[config.mk]
export PLATFORM = sky130hd
export DESIGN_NAME = rr_code_arbiter
export DESIGN_NICKNAME = d
export VERILOG_FILES = /design/src/rtl/rr_code_arbiter.sv
export SDC_FILE = /design/constraint.sdc
export NUM_CORES = 1
export LEC_CHECK = 0
export BUFFER_PORTS_ARGS = -buffer_cell sky130_fd_sc_hd__buf_2
export CORE_MARGIN = 1.5
export CORE_UTILIZATION = 40
export CTS_CLUSTER_DIAMETER = 200
export DETAILED_ROUTE_END_ITERATION = 8
export SYNTH_ARGS = -nofsm -noshare
export SYNTH_HDL_FRONTEND = slang
export SYNTH_SLANG_ARGS = --single-unit
[constraint.sdc]
create_clock -name clk -period 10.3 [get_ports clk]
set_clock_uncertainty 0.2 [all_clocks]
set_input_delay 0.515 -clock clk [delete_from_list [all_inputs] [get_ports clk]]
set_output_delay 0.515 -clock clk [all_outputs]
set_load 0.01 [all_outputs]
[src/rtl/rr_code_arbiter.sv]
// Round-robin arbiter over 7 request lines with a registered 3-bit channel code.
// Every grant change passes through an IDLE cycle (code=0); contested grants are capped at MAX_HOLD cycles.
module rr_code_arbiter #(
  parameter int MAX_HOLD = 8
) (
  input  logic       clk,
  input  logic       rst,
  input  logic [6:0] req,
  output logic [2:0] code,
  output logic       busy
);

  typedef enum logic {IDLE, GRANT} state_t;

  state_t     state_q, state_d;
  logic [2:0] ptr_q, ptr_d;
  logic [2:0] cur_q, cur_d;
  logic [7:0] hold_q, hold_d;
  logic [2:0] code_q, code_d;
  logic       busy_q, busy_d;

  logic [2:0] sel;
  logic [6:0] others;
  logic       drop;

  // First set request at or after ptr, wrapping 6->0; lowest offset wins.
  always_comb begin
    logic [3:0] idx;
    sel = '0;
    for (int k = 6; k >= 0; k--) begin
      idx = {1'b0, ptr_q} + 4'(k);
      if (idx >= 4'd7) idx = idx - 4'd7;
      if (req[idx[2:0]]) sel = idx[2:0];
    end
  end

  assign others = req & ~(7'b1 << cur_q);
  assign drop   = !req[cur_q] || ((hold_q >= 8'(MAX_HOLD)) && (others != '0));

  always_ff @(posedge clk) begin
    if (rst) begin
      state_q <= IDLE;
      ptr_q   <= '0;
      cur_q   <= '0;
      hold_q  <= '0;
    end else begin
      state_q <= state_d;
      ptr_q   <= ptr_d;
      cur_q   <= cur_d;
      hold_q  <= hold_d;
    end
  end

  always_comb begin
    state_d = state_q;
    ptr_d   = ptr_q;
    cur_d   = cur_q;
    hold_d  = hold_q;
    case (state_q)
      IDLE: begin
        if (req != '0) begin
          state_d = GRANT;
          cur_d   = sel;
          hold_d  = 8'd1;
        end
      end
      GRANT: begin
        if (drop) begin
          // Release and pre-emption both hand lowest priority to the old holder.
          state_d = IDLE;
          ptr_d   = (cur_q == 3'd6) ? 3'd0 : cur_q + 3'd1;
          hold_d  = '0;
        end else if (hold_q < 8'(MAX_HOLD)) begin
          hold_d = hold_q + 8'd1;
        end
      end
      default: state_d = IDLE;
    endcase
  end

  // Outputs are derived from the next state and registered, so req never reaches them combinationally.
  always_comb begin
    code_d = '0;
    busy_d = 1'b0;
    if (state_d == GRANT) begin
      code_d = cur_d + 3'd1;
      busy_d = 1'b1;
    end
  end

  always_ff @(posedge clk) begin
    if (rst) begin
      code_q <= '0;
      busy_q <= 1'b0;
    end else begin
      code_q <= code_d;
      busy_q <= busy_d;
    end
  end

  assign code = code_q;
  assign busy = busy_q;

endmodule

==> flow_summary.json <==
{
  "rr_worst_depth": 12,
  "powerDensity_mw_per_mm2": 238,
  "hold_violations": 0,
  "grt_first_pass_wirelength_mm": 12.5,
  "rsz0062_at_grt": "false",
  "fin_crit_ns": 4.69,
  "max_freq_mhz": 213,
  "cts_resized": 0,
  "worst_slew_pin_slew_ns": 1.02,
  "antenna_found_initial": 0,
  "syn-cell-area_mm2": 0.00271,
  "io_buffer_count": 12,
  "drive_above_1_share_pct": 11.9,
  "max_slew_margin_pct": 32.3,
  "start_util_pct": 41.9,
  "layout_commonest_cell": "nor2_1",
  "reg2reg_from": "ptr_q[1]",
  "tns_ns": 0,
  "core_mm2": 0.00646,
  "vias": 2744,
  "drtAntennaViolNets": 0,
  "maxSlewViolCount": 0,
  "p_leak_uw": 0.000992,
  "cp-startpoint": "ptr_q[1]",
  "cts_sinks": 18,
  "critPathLaunchType": "register",
  "synth-edff-count": 0,
  "post_drt_wl_per_cell_um": 17.1,
  "ios": 13,
  "overflow": 0,
  "seqPwrFrac_pct": 16.9,
  "synth_nets": 391,
  "grt_max_degree": 53,
  "dieHeight_um": 85.3,
  "vias_per_cell": 6.37,
  "min_to": "hold_q[7]",
  "htree_num_levels": 1,
  "syn_avg_cell_area_um2": 7.39,
  "hold_depth": 2,
  "ys_types": 67,
  "firstDrtPassIters": 5,
  "swShare_pct": 51.0,
  "r2r_end": "code[2]",
  "crit_type": "register to register",
  "clockBufferDepth": 2,
  "antennaDiodeCount": 0,
  "end_kind": "register",
  "hold_path.startpoint": "hold_q[7]",
  "path_clk_slew_ns": 0.07,
  "ys_seq_area_share_pct": 13.3,
  "area_delta_synth_final_pct": 2.22,
  "layout.nets": 380,
  "drt_iter0_drc": 208,
  "power.switching_uw": 336,
  "grt_pass1_vias": 2509,
  "cp_data_arrival_time_ns": 4.67,
  "comb_power_share_pct": 74.4,
  "async_flop_share_pct": 0,
  "peakVddDrop_mv": 0.172,
  "status": "completed",
  "drc": 0,
  "globalplace.congestion": 1.07,
  "die-area_mm2": 0.00727,
  "required_ns": 10.28,
  "cts_tree": "built",
  "cts_root_buffer": "clkbuf_8",
  "post_cts_buffers": 0,
  "wirelength_mm": 7.36,
  "core.rowCount": 29,
  "fin_crit_sh_pct": 45.5,
  "grt.total_usage_pct": 21.0,
  "power_uw": 659,
  "layout.cells.non_filler": 431,
  "synth_warnings": 0,
  "final_cell_mix": "nor2_1 (41), a21oi_1 (29), mux2i_1 (22)",
  "setup_viol": 0,
  "die-width_um": 85.3,
  "synth_seq_cells": 18,
  "cts_buffers": 3,
  "dpl.hpwl_mm": 5.37,
  "dp_cells": 427,
  "synth_flop_cell": "dfxtp_1",
  "max-cap-violations": 0,
  "r2r_slack_ns": 5.61,
  "path_max_fanout": 27,
  "hold_buffers": 0,
  "hold_class": "register to register",
  "synthCells": 366,
  "p_int_uw": 323,
  "clkPwrFrac_pct": 8.7,
  "clock_latency_ns": 0.25
}
cells in the mapped netlist, drive strengths merged, types with 4 or more instances:
master  count  area share (%)
nor2       41             5.7
a21oi      30             5.7
mux2i      23             8.6
nand2      21             2.9
o21ai      21             3.9
buf        18             4.3
dfxtp      18              13
ha         14             6.5
nand2b     14             3.2
inv        13             1.8
clkbuf     11             1.5
a31oi      10             2.3
nor3       10             1.8
nor2b       9             2.1
mux2        7             3.2
nand3b      7             1.9
o211ai      7             1.9
nand3       6             1.1
and2        5             1.2
o22ai       5             1.2
xnor2       5             1.6
nand4       4            0.92
o21a        4             1.1
or2         4            0.92
worst max path at each step:
| stage | to | depth (start not counted) |
|---|---|---|
| floorplan | code[1] | 13 |
| global placement | code[1] | 11 |
| detailed placement | code[2] | 12 |
| CTS | code[2] | 12 |
| global route | code[2] | 12 |
| finish | code[2] | 12 |
stage by stage:
| stage | util, % | instance area (µm²) | hold WS [ns] | setup slack, ns |
|---|---|---|---|---|
| after floorplan | - | 2710 | 0.231 | 6.70 |
| after global placement | 42.0 | 2710 | 0.254 | 5.78 |
| after detailed placement | 42.0 | 2710 | 0.270 | 5.66 |
| after CTS | 42.8 | 2770 | 0.288 | 5.66 |
| after global routing | 42.8 | 2770 | 0.328 | 5.22 |
| final | 42.8 | 2770 | 0.294 | 5.61 |
power groups by stage:
| stage | Clock (µW) | Combinational, µW | Sequential (µW) |
|---|---|---|---|
| final | 57.1 | 491 | 112 |
| after global routing | 60.7 | 547 | 115 |
| after CTS | 58.7 | 485 | 111 |
| after detailed placement | 0 | 483 | 112 |
| after global placement | 0 | 479 | 112 |
| after floorplan | 0 | 418 | 97.7 |
sequential cells by signal, summed over array words and instances (netlist names):
signal and cells:
code 3, cur_q 3, hold_q 8, ptr_q 3, state_q 1
layout make-up:
| type | instances | area (µm²) |
|---|---|---|
| fillers | 684 | 3690 |
| multi-input cells | 306 | 2140 |
| flip-flops and latches | 18 | 360 |
| well taps | 77 | 96.3 |
| repair buffers | 13 | 67.6 |
| clock buffers | 4 | 55.1 |
| inverters | 13 | 48.8 |
layer usage:
metal	GRT usage, %	up-vias	share of wire [%]
met5	0	-	0
met4	4.84	0	2.1
met3	2.33	11	4.7
met2	33.6	81	45
met1	30.3	1328	48
li1	-	1324	-
kinds of logic after synthesis:
logic type / count (synthesis) / share of synthesized area (%)
AO/OA/AOI/OAI: 110 / 27.2
XOR/XNOR: 6 / 1.94
adder cells (fa/ha/maj): 16 / 7.95
buffers and inverters: 42 / 7.67
flip-flops: 18 / 13.3
multiplexers: 32 / 13.5
AND/OR/NAND/NOR: 142 / 28.4
worst max-delay path, cell delays in order (launching register included):
cell and delay (ns):
dfxtp_1 0.90, inv_2 0.21, ha_1 1.03, mux2_4 0.39, mux4_2 0.48, nand2_1 0.13, nand2_1 0.08, a311o_1 0.32
nor4b_2 0.25, a211oi_2 0.14, ha_1 0.23, nand2b_1 0.13, mux2i_1 0.11
(Power assumes the default switching activity.)
